$ cat src/rtl/peripheral_ahb4_pkg.sv
// rtl/peripheral_ahb4_pkg.sv - shared AHB4-Lite encodings and the request bundle used by the arbiter
package peripheral_ahb4_pkg;

  // Widest address the request bundle can carry; narrower buses zero-extend into it.
  localparam int AHB_ADDR_MAX = 32;

  localparam logic [1:0] HTRANS_IDLE   = 2'b00;
  localparam logic [1:0] HTRANS_BUSY   = 2'b01;
  localparam logic [1:0] HTRANS_NONSEQ = 2'b10;
  localparam logic [1:0] HTRANS_SEQ    = 2'b11;

  localparam logic [2:0] HBURST_SINGLE = 3'd0;
  localparam logic [2:0] HBURST_INCR   = 3'd1;
  localparam logic [2:0] HBURST_WRAP4  = 3'd2;
  localparam logic [2:0] HBURST_INCR4  = 3'd3;
  localparam logic [2:0] HBURST_WRAP8  = 3'd4;
  localparam logic [2:0] HBURST_INCR8  = 3'd5;
  localparam logic [2:0] HBURST_WRAP16 = 3'd6;
  localparam logic [2:0] HBURST_INCR16 = 3'd7;

  typedef struct packed {
    logic                    sel;
    logic [AHB_ADDR_MAX-1:0] addr;
    logic                    write;
    logic [2:0]              size;
    logic [2:0]              burst;
    logic [3:0]              prot;
    logic [1:0]              trans;
    logic                    lock;
  } ahb_req_t;

  function automatic logic req_active(input ahb_req_t r);
    return r.sel && ((r.trans == HTRANS_NONSEQ) || (r.trans == HTRANS_SEQ));
  endfunction

endpackage

$ cat src/rtl/peripheral_arbiter_rr.sv
// rtl/peripheral_arbiter_rr.sv - round-robin grant with hold; decision is combinational, grant and last index registered
module peripheral_arbiter_rr #(
  parameter int N  = 2,
  parameter int IW = 1
) (
  input  logic          clk,
  input  logic          rst_n,
  input  logic [N-1:0]  i_req,
  input  logic          i_en,
  input  logic          i_hold,
  output logic [N-1:0]  o_gnt,
  output logic [IW-1:0] o_last
);

  logic [N-1:0]  r_gnt;
  logic [IW-1:0] r_last;
  logic [N-1:0]  w_pick;
  logic [IW-1:0] w_pick_idx;
  logic          w_arb;

  // Scan from farthest to nearest so the first requester after r_last wins.
  always_comb begin
    w_pick     = '0;
    w_pick_idx = '0;
    for (int k = N; k >= 1; k--) begin
      if (i_req[(int'(r_last) + k) % N]) begin
        w_pick                            = '0;
        w_pick[(int'(r_last) + k) % N]    = 1'b1;
        w_pick_idx                        = IW'((int'(r_last) + k) % N);
      end
    end
  end

  assign w_arb  = i_en && !(i_hold && (|r_gnt));
  assign o_gnt  = w_arb ? w_pick : r_gnt;
  assign o_last = r_last;

  always_ff @(posedge clk or negedge rst_n) begin
    if (!rst_n) begin
      r_gnt  <= '0;
      r_last <= IW'(N - 1);
    end else if (w_arb) begin
      r_gnt <= w_pick;
      if (|i_req) r_last <= w_pick_idx;
    end
  end

endmodule

$ cat src/rtl/peripheral_arbiter_ahb4.sv
// rtl/peripheral_arbiter_ahb4.sv - N:1 AHB4-Lite arbiter with per-master address capture in front of one shared slave
module peripheral_arbiter_ahb4 #(
  parameter int MASTERS    = 2,
  parameter int HADDR_SIZE = 16,
  parameter int HDATA_SIZE = 32
) (
  input  logic                               HCLK,
  input  logic                               HRESETn,
  input  logic [MASTERS-1:0]                 mst_HSEL,
  input  logic [MASTERS-1:0][HADDR_SIZE-1:0] mst_HADDR,
  input  logic [MASTERS-1:0][HDATA_SIZE-1:0] mst_HWDATA,
  input  logic [MASTERS-1:0]                 mst_HWRITE,
  input  logic [MASTERS-1:0][2:0]            mst_HSIZE,
  input  logic [MASTERS-1:0][2:0]            mst_HBURST,
  input  logic [MASTERS-1:0][3:0]            mst_HPROT,
  input  logic [MASTERS-1:0][1:0]            mst_HTRANS,
  input  logic [MASTERS-1:0]                 mst_HMASTLOCK,
  output logic [MASTERS-1:0][HDATA_SIZE-1:0] mst_HRDATA,
  output logic [MASTERS-1:0]                 mst_HREADYOUT,
  output logic [MASTERS-1:0]                 mst_HRESP,
  output logic                               slv_HSEL,
  output logic [HADDR_SIZE-1:0]              slv_HADDR,
  output logic [HDATA_SIZE-1:0]              slv_HWDATA,
  output logic                               slv_HWRITE,
  output logic [2:0]                         slv_HSIZE,
  output logic [2:0]                         slv_HBURST,
  output logic [3:0]                         slv_HPROT,
  output logic [1:0]                         slv_HTRANS,
  output logic                               slv_HMASTLOCK,
  output logic                               slv_HREADY,
  input  logic [HDATA_SIZE-1:0]              slv_HRDATA,
  input  logic                               slv_HREADYOUT,
  input  logic                               slv_HRESP,
  output logic [MASTERS-1:0]                 gnt
);
  import peripheral_ahb4_pkg::*;

  localparam int IW = (MASTERS > 1) ? $clog2(MASTERS) : 1;

  ahb_req_t           w_live [MASTERS];
  ahb_req_t           w_eff  [MASTERS];
  ahb_req_t           r_cap  [MASTERS];
  ahb_req_t           w_fwd;
  logic [MASTERS-1:0] r_pend;
  logic [MASTERS-1:0] w_req;
  logic [MASTERS-1:0] w_gnt;
  logic [MASTERS-1:0] w_own;
  logic [MASTERS-1:0] w_rdy;
  logic [MASTERS-1:0] w_resp;
  logic [MASTERS-1:0] w_take;
  logic [IW-1:0]      w_last;
  logic [IW-1:0]      w_gnt_idx;
  logic [IW-1:0]      r_owner;
  logic               r_owner_vld;
  logic               w_hold;
  logic               w_unused_addr;

  always_comb begin
    for (int m = 0; m < MASTERS; m++) begin
      w_live[m]                      = '0;
      w_live[m].sel                  = mst_HSEL[m];
      w_live[m].addr[HADDR_SIZE-1:0] = mst_HADDR[m];
      w_live[m].write                = mst_HWRITE[m];
      w_live[m].size                 = mst_HSIZE[m];
      w_live[m].burst                = mst_HBURST[m];
      w_live[m].prot                 = mst_HPROT[m];
      w_live[m].trans                = mst_HTRANS[m];
      w_live[m].lock                 = mst_HMASTLOCK[m];
      w_eff[m]                       = r_pend[m] ? r_cap[m] : w_live[m];
      w_req[m]                       = req_active(w_eff[m]);
    end
  end

  // Bursts keep the bus through SEQ/BUSY; a lock keeps it only while the owner issues locked NONSEQs.
  always_comb begin
    w_hold = w_eff[w_last].sel &&
             ((w_eff[w_last].trans == HTRANS_SEQ) ||
              (w_eff[w_last].trans == HTRANS_BUSY) ||
              (w_eff[w_last].lock && (w_eff[w_last].trans == HTRANS_NONSEQ)));
  end

  peripheral_arbiter_rr #(
    .N  (MASTERS),
    .IW (IW)
  ) u_rr (
    .clk    (HCLK),
    .rst_n  (HRESETn),
    .i_req  (w_req),
    .i_en   (slv_HREADYOUT),
    .i_hold (w_hold),
    .o_gnt  (w_gnt),
    .o_last (w_last)
  );

  always_comb begin
    w_gnt_idx = '0;
    for (int m = 0; m < MASTERS; m++) begin
      if (w_gnt[m]) w_gnt_idx = IW'(m);
    end
    w_fwd = '0;
    if (|w_gnt) w_fwd = w_eff[w_gnt_idx];
  end

  // A master that sees ready but is not taken by the slave this cycle gets parked in r_cap.
  always_comb begin
    w_own  = '0;
    w_rdy  = '0;
    w_resp = '0;
    w_take = '0;
    for (int m = 0; m < MASTERS; m++) begin
      w_own[m]  = r_owner_vld && (r_owner == IW'(m));
      w_rdy[m]  = r_pend[m] ? 1'b0 : (w_own[m] ? slv_HREADYOUT : 1'b1);
      w_resp[m] = w_own[m] && slv_HRESP;
      w_take[m] = w_rdy[m] && req_active(w_live[m]) && !(w_gnt[m] && slv_HREADYOUT);
    end
  end

  always_ff @(posedge HCLK or negedge HRESETn) begin
    if (!HRESETn) begin
      r_pend      <= '0;
      r_owner     <= '0;
      r_owner_vld <= 1'b0;
      for (int m = 0; m < MASTERS; m++) r_cap[m] <= '0;
    end else begin
      for (int m = 0; m < MASTERS; m++) begin
        if (w_take[m]) begin
          r_pend[m] <= 1'b1;
          r_cap[m]  <= w_live[m];
        end else if (w_gnt[m] && slv_HREADYOUT) begin
          r_pend[m] <= 1'b0;
        end
      end
      if (slv_HREADYOUT) begin
        r_owner_vld <= (|w_gnt) && req_active(w_fwd);
        r_owner     <= w_gnt_idx;
      end
    end
  end

  assign slv_HSEL      = w_fwd.sel;
  assign slv_HADDR     = w_fwd.addr[HADDR_SIZE-1:0];
  assign slv_HWRITE    = w_fwd.write;
  assign slv_HSIZE     = w_fwd.size;
  assign slv_HBURST    = w_fwd.burst;
  assign slv_HPROT     = w_fwd.prot;
  assign slv_HTRANS    = w_fwd.trans;
  assign slv_HMASTLOCK = w_fwd.lock;
  assign slv_HWDATA    = mst_HWDATA[r_owner];
  assign slv_HREADY    = slv_HREADYOUT;
  assign mst_HRDATA    = {MASTERS{slv_HRDATA}};
  assign mst_HREADYOUT = w_rdy;
  assign mst_HRESP     = w_resp;
  assign gnt           = w_gnt;
  assign w_unused_addr = ^w_fwd.addr;

endmodule

$ cat config.mk
export PLATFORM = sky130hd
export DESIGN_NAME = peripheral_arbiter_ahb4
export DESIGN_NICKNAME = d
export VERILOG_FILES = /design/src/rtl/peripheral_ahb4_pkg.sv /design/src/rtl/peripheral_arbiter_rr.sv /design/src/rtl/peripheral_arbiter_ahb4.sv
export SDC_FILE = /design/constraint.sdc
export NUM_CORES = 1
export LEC_CHECK = 0
export CORE_MARGIN = 2
export CORE_UTILIZATION = 24
export CTS_CLUSTER_DIAMETER = 200
export DETAILED_ROUTE_END_ITERATION = 8
export GPL_ROUTABILITY_DRIVEN = 0
export PLACE_DENSITY = 0.61
export SYNTH_ARGS = -nofsm -noshare
export SYNTH_HDL_FRONTEND = slang
export SYNTH_SLANG_ARGS = --single-unit
$ cat constraint.sdc
create_clock -name HCLK -period 3.45 [get_ports HCLK]
set_input_delay 0.69 -clock HCLK [delete_from_list [all_inputs] [get_ports HCLK]]
set_output_delay 0.69 -clock HCLK [all_outputs]
set_load 0.02 [all_outputs]
# [Yosys cells after proc, flatten, opt, wreduce, memory -nomap -nowiden]
# Index checks and enable logic that the tools add are counted.
# Widths: inputs -> output; s select.
[classes] n_mux=35 n_lt_le_gt_ge=7 shift=0 bitwise_logic=5 mul=0 n_addsub=2 n_reduce_logical=38 n_div=0 n_eq_ne=13
[op_table] cell="$mux 47" count=9
[op_table] cell="$mux 32" count=2
[op_table] cell="$eq 2x2->1 const B" count=12
[op_table] cell="$logic_and 1x1->1" count=22
[op_table] cell="$mux 1" count=19
[op_table] cell="$logic_or 1x1->1" count=7
[op_table] cell="$lt 2x3->1 const B" count=2
[op_table] cell="$mux 2" count=3
[op_table] cell="$reduce_or 2->1" count=3
[op_table] cell="$ge 2x1->1 const B" count=2
[op_table] cell="$ge 2x2->1 const B" count=2
[op_table] cell="$not 1->2" count=2
[op_table] cell="$reduce_bool 2->1" count=2
[op_table] cell="$logic_not 1->1" count=3
[op_table] cell="$add 1x1->1 const B" count=2
[op_table] cell="$and 1x1->1 const A" count=2
[op_table] cell="$demux 1 s1" count=2
[op_table] cell="$eq 2x1->1 const B" count=1
[op_table] cell="$lt 1x2->1 const B" count=1
[op_table] cell="$reduce_and 2->1" count=1
[op_table] cell="$not 1->1" count=1
[word_totals] elab_cells=122 mem_bits_rw=0 input_bits=162 output_inout_bits=134 mem_count=0 register_bits=69 mem_bits_ro=0 latch_bits=0

# [Depth between registers and ports, before layout]
[logic_depth] depth_word=22 ltp_mapped=8 depth_no_buf=6

# [Hierarchy]
# Synthesis repeated with hierarchy kept, for this count alone.
[hier_totals] hier_cells=391 hier_area_um2=4511.8
[by_module_without_submodules] mod="peripheral_arbiter_ahb4" area_each_um2=4357.9 n_inst=1 cells_each=378 seq_area_each_um2=1651.6
[by_module_without_submodules] mod="peripheral_arbiter_rr" area_each_um2=153.9 n_inst=1 cells_each=13 seq_area_each_um2=76.3

# [Worst setup path before layout]
# No wires, ideal clock.
[synth_path] path_type="in2out" start="input port slv_HREADYOUT" end="output port slv_HADDR[0]" cell_stages=8 slack_ns=0.187 path_buffers=2 arrival_ns=2.573 cell_sequence="clkbuf_1 > inv_1 > a21oi_1 > a21bo_2 > a21oi_2 > nor2_1 > clkbuf_1 > o31ai_1"
[synth_between] elab_chain_cells=8 elab_cells_between_ends=9 classes_between="mux (6); bitwise (1); reduce/logical (2)"
[synth_lines] item="start: declaration" line="peripheral_arbiter_ahb4.sv:32" rtl="input logic slv_HREADYOUT,"
[synth_lines] item="$logic_and 1x1->1 *" line="peripheral_arbiter_rr.sv:34" rtl="assign w_arb = i_en && !(i_hold && (|r_gnt));"
[synth_lines] item="$mux 2 *" line="peripheral_arbiter_rr.sv:35" rtl="assign o_gnt = w_arb ? w_pick : r_gnt;"
[synth_lines] item="$mux 1" line="peripheral_arbiter_ahb4.sv:98" rtl="if (w_gnt[m]) w_gnt_idx = IW'(m);"
[synth_lines] item="$not 1->2 (not written as such)" line="peripheral_arbiter_ahb4.sv:101" rtl="if (|w_gnt) w_fwd = w_eff[w_gnt_idx];"
[synth_lines] item="$mux 47 (not written as such) (3 in series)" line="peripheral_arbiter_ahb4.sv:101"
[synth_lines] item="$mux 47 *" line="peripheral_arbiter_ahb4.sv:101"
[synth_lines] item="end: declaration" line="peripheral_arbiter_ahb4.sv:22" rtl="output logic [HADDR_SIZE-1:0] slv_HADDR,"
# Every way passes the cells marked *; elsewhere a longest branch is shown, timed or not. The select of a mux whose other input is x is not followed.

# [Final worst setup path]
[layout_path] start="input port mst_HSEL[1]" end="output port slv_HADDR[1]"
[layout_between] elab_chain_cells=15 elab_cells_between_ends=25 classes_between="mux (18); bitwise (1); reduce/logical (6)"
[layout_lines] item="start: declaration" line="peripheral_arbiter_ahb4.sv:9" rtl="input logic [MASTERS-1:0] mst_HSEL,"
[layout_lines] item="$mux 47 *" line="peripheral_arbiter_ahb4.sv:69" rtl="w_eff[m] = r_pend[m] ? r_cap[m] : w_live[m];"
[layout_lines] item="$mux 47 (3 in series)"
[layout_lines] item="$logic_and 1x1->1" line="peripheral_arbiter_ahb4.sv:76" rtl="w_hold = w_eff[w_last].sel &&"
[layout_lines] item="$logic_and 1x1->1" line="peripheral_arbiter_rr.sv:34"
[layout_lines] item="$logic_not 1->1" line="peripheral_arbiter_rr.sv:34"
[layout_lines] item="$logic_and 1x1->1" line="peripheral_arbiter_rr.sv:34"
[layout_lines] item="$mux 2 *" line="peripheral_arbiter_rr.sv:35"
[layout_lines] item="$mux 1" line="peripheral_arbiter_ahb4.sv:98"
[layout_lines] item="$not 1->2 (not written as such)" line="peripheral_arbiter_ahb4.sv:101"
[layout_lines] item="$mux 47 (not written as such) (3 in series)" line="peripheral_arbiter_ahb4.sv:101"
[layout_lines] item="$mux 47 *" line="peripheral_arbiter_ahb4.sv:101"
# Marks and branches as above.

==> flow_metrics.env <==
export IMPL_rows=51
export IMPL_n_fill_cell=1879
export IMPL_io_buffers=199
export IMPL_fin_skew_ps=9.99
export IMPL_synth_distinct_cells=38
export IMPL_finalInstanceArea_mm2=0.00772
export IMPL_cp_top_family="buffers and inverters"
export IMPL_cts_tree="done"
export IMPL_cts_buffers_inserted=9
export IMPL_crit_fanout=10
export IMPL_clk_pin_slew_ps=50
export IMPL_drtAntennaViolNets=0
export IMPL_drt_iter0_markers=123
export IMPL_start_util_pct=24.6
export IMPL_ys_warn_count=0
export IMPL_rsz0062_at_grt="yes"
export IMPL_grt_pass1_wl_um=26500
export IMPL_cellLeakagePower_nw=3.11
export IMPL_core_mm2=0.0196
export IMPL_die_w_um=146
export IMPL_syn_num_nets=607
export IMPL_antenna_found_initial=3
export IMPL_first_pass_iters=4
export IMPL_run_status="finished clean"
export IMPL_postCtsHoldBufs=0
export IMPL_clock_path_buffers=2
export IMPL_overflow=0
export IMPL_htreeDepth=3
export IMPL_critical_path_cell_chain="dlygate4sd2_1 > nor2b_4 > a22o_4 > a311oi_2 > buf_4 > o32ai_4 > buf_12 > clkbuf_16 > o31ai_4 > buf_6"
export IMPL_worstSetupStartpointType="input port"
export IMPL_slew_violations=0
export IMPL_gr_usage_all_layers_pct=16.0
export IMPL_finalSetupViolCount=0
export IMPL_tightest_slew_ps=933
export IMPL_critPathMaxStageDelay_ps=320
export IMPL_r2r_end="r_cap[61]"
export IMPL_num_io_pins=296
export IMPL_hold_class="in -> async"
export IMPL_peakVddDrop_mv=0.711
export IMPL_final_nets=766
export IMPL_final_min_clock_period_ps=3390
export IMPL_r2r_start="r_pend[0]"
export IMPL_fin_crit_sh_pct=98.2
export IMPL_dp_hpwl_um=12400
export IMPL_cp_end_kind="output port"
export IMPL_slew_headroom_pct=37.8
export IMPL_synth_cell_area_mm2=0.00482
export IMPL_viasPerCell=4.66
export IMPL_die_area_mm2=0.0212
export IMPL_required_ps=2760
export IMPL_final_util_pct=39.4
export IMPL_dp_cells=845
export IMPL_maxCapViolCount=0
export IMPL_arrival_ps=2700
export IMPL_clock_sinks=69
export IMPL_syn_area_per_cell_um2=10.8
export IMPL_syn_inst=445
export IMPL_synth_seq_cells=69
export IMPL_drcViolationCount=0
export IMPL_yosysSeqAreaShare_pct=35.8
export IMPL_fp_dieH_um=146
export IMPL_via_count=4074
export IMPL_crit_slowest_cell="a311oi_2"
export IMPL_finalHoldViolations=0
export IMPL_finalWirelength_um=17500
export IMPL_grt_max_degree=70
export IMPL_critPathKind="in -> out"
export IMPL_layout_drive_gt1_share_pct=38.3
export IMPL_p_per_area_mw_per_mm2=1010
export IMPL_grt_pass1_vias=4480
export IMPL_cts_root_buf="clkbuf_16"
export IMPL_r2r_setup_slack_ps=820
export IMPL_path_buf_inv=5
export IMPL_place_area_mm2=0.00682
export IMPL_area_growth_pct=60.2
export IMPL_layout_cells_non_filler=875
export IMPL_insertion_delay_ps=340
export IMPL_wire_per_inst_um=20.0
export IMPL_ff2ff_path_depth=9
export IMPL_path_depth=10
export IMPL_fmax_ghz=0.295
-- metal layers --
| metal | routed length (um) | share of wire [%] | vias to the layer above | track usage, % |
|---|---|---|---|---|
| met5 | 27 | 0.15 | - | 0 |
| met4 | 182 | 1.0 | 4 | 3.43 |
| met3 | 1330 | 7.6 | 18 | 5.71 |
| met2 | 9200 | 53 | 194 | 29.3 |
| met1 | 6740 | 39 | 1997 | 17.8 |
| li1 | - | - | 1861 | - |
-- stage by stage --
stage	total power, mW	hold WS, ps	TNS [ps]	setup slack [ps]
floorplan	3.97	394	0	187
global route	8.24	506	-59.5	-26.9
CTS	7.50	488	0	2.68
detailed placement	5.70	475	-24130	-897
global placement	5.63	468	-22130	-843
finish	7.79	486	0	60.8
-- synth_stat cells --
cell	n	area [um^2]
a211oi_1	1	7.51
a21bo_2	1	10.0
a21boi_0	1	7.51
a21o_1	3	22.5
a21oi_1	10	50.1
a21oi_2	1	8.76
a22o_1	1	8.76
a311oi_1	2	17.5
a311oi_4	1	26.3
a31o_4	1	17.5
a31oi_1	3	18.8
a41o_1	1	10.0
and2_1	1	6.26
and3_1	2	12.5
buf_1	2	7.51
buf_2	4	20.0
buf_4	66	495
buf_6	4	45.0
clkbuf_1	18	67.6
dfrtp_1	68	1700
dfstp_2	1	26.3
inv_1	7	26.3
mux2_1	28	315
mux2_2	92	1040
mux2i_1	31	310
nand2_1	36	135
nand2b_1	2	12.5
nand3_1	3	15.0
nand3b_1	2	15.0
nor2_1	4	15.0
nor2b_1	3	18.8
o21ai_0	8	40.0
o22a_1	1	8.76
o22ai_1	1	6.26
o31ai_1	30	225
o32ai_2	2	32.5
or2_2	2	12.5
or3b_1	1	8.76
-- layout by cell type, fill, tap and decap left out, types with 2 or more instances in the layout --
cell,synthesis,final
o32ai_4,0,2
o21ai_0,8,8
o31ai_4,0,20
a21o_1,3,3
o31ai_1,30,4
buf_2,4,7
a21oi_4,0,2
nand2b_1,2,2
nand3b_1,2,2
nand2_1,36,36
clkbuf_2,0,3
mux2i_1,31,31
clkinvlp_4,0,2
clkdlybuf4s50_1,0,157
or2_2,2,2
dlygate4sd2_1,0,4
dfrtp_1,68,66
mux2_1,28,28
buf_4,66,35
buf_12,0,7
buf_16,0,5
bufinv_16,0,2
and3_1,2,2
a31oi_1,3,3
nor2_1,4,3
clkdlybuf4s15_1,0,2
inv_1,7,7
mux2_2,92,92
clkbuf_16,0,11
nand3_1,3,3
clkdlybuf4s15_2,0,2
buf_6,4,18
clkinv_2,0,3
dfrtp_2,0,2
o31ai_2,0,6
a21oi_1,10,8
-- worst max-delay path by stage --
stage	startpoint	end	slack [ps]
floorplan	slv_HREADYOUT	slv_HADDR[0]	190
global placement	mst_HMASTLOCK[1]	slv_HADDR[6]	-840
detailed placement	mst_HTRANS[3]	slv_HADDR[6]	-900
CTS	mst_HSEL[0]	slv_HMASTLOCK	3
global route	mst_HSEL[1]	slv_HADDR[1]	-30
finish	mst_HSEL[1]	slv_HADDR[1]	60
-- cell type report --
type	instances	area [um^2]	area share, %
Antenna cell	1	2.50	0.0324
Multi-Input combinational cell	275	2830	36.6
Sequential cell	69	1730	22.4
Tap cell	265	332	4.29
Timing Repair Buffer	242	2490	32.3
Inverter	7	26.3	0.340
Clock buffer	9	225	2.92
Clock inverter	7	90.1	1.17
-- power by group --
part | switching [mW] | internal (mW) | total (mW)
registers | 0.264 | 1.21 | 1.47
clock network | 0.366 | 0.629 | 0.995
logic | 2.64 | 2.68 | 5.32
total | 3.27 | 4.52 | 7.79
-- state kept, by name (all words and copies together), names as in the netlist --
register and cells:
r_owner_vld 1, u_rr.o_last 1, r_owner 1, r_pend 2
u_rr.r_gnt 2, r_cap 62
-- cells by family after synthesis --
logic type	synth area share, %
flops	35.8
buf+inv	13.7
simple gates	5.22
compound gates	10.7
mux	34.5
-- repair_timing --
action,CTS,global route
resized for setup,247,31
setup endpoints to repair,33,29
pin swaps,12,9
setup buffers,8,0
gates cloned,3,3
Note: power is estimated with default switching activity, not from simulation.
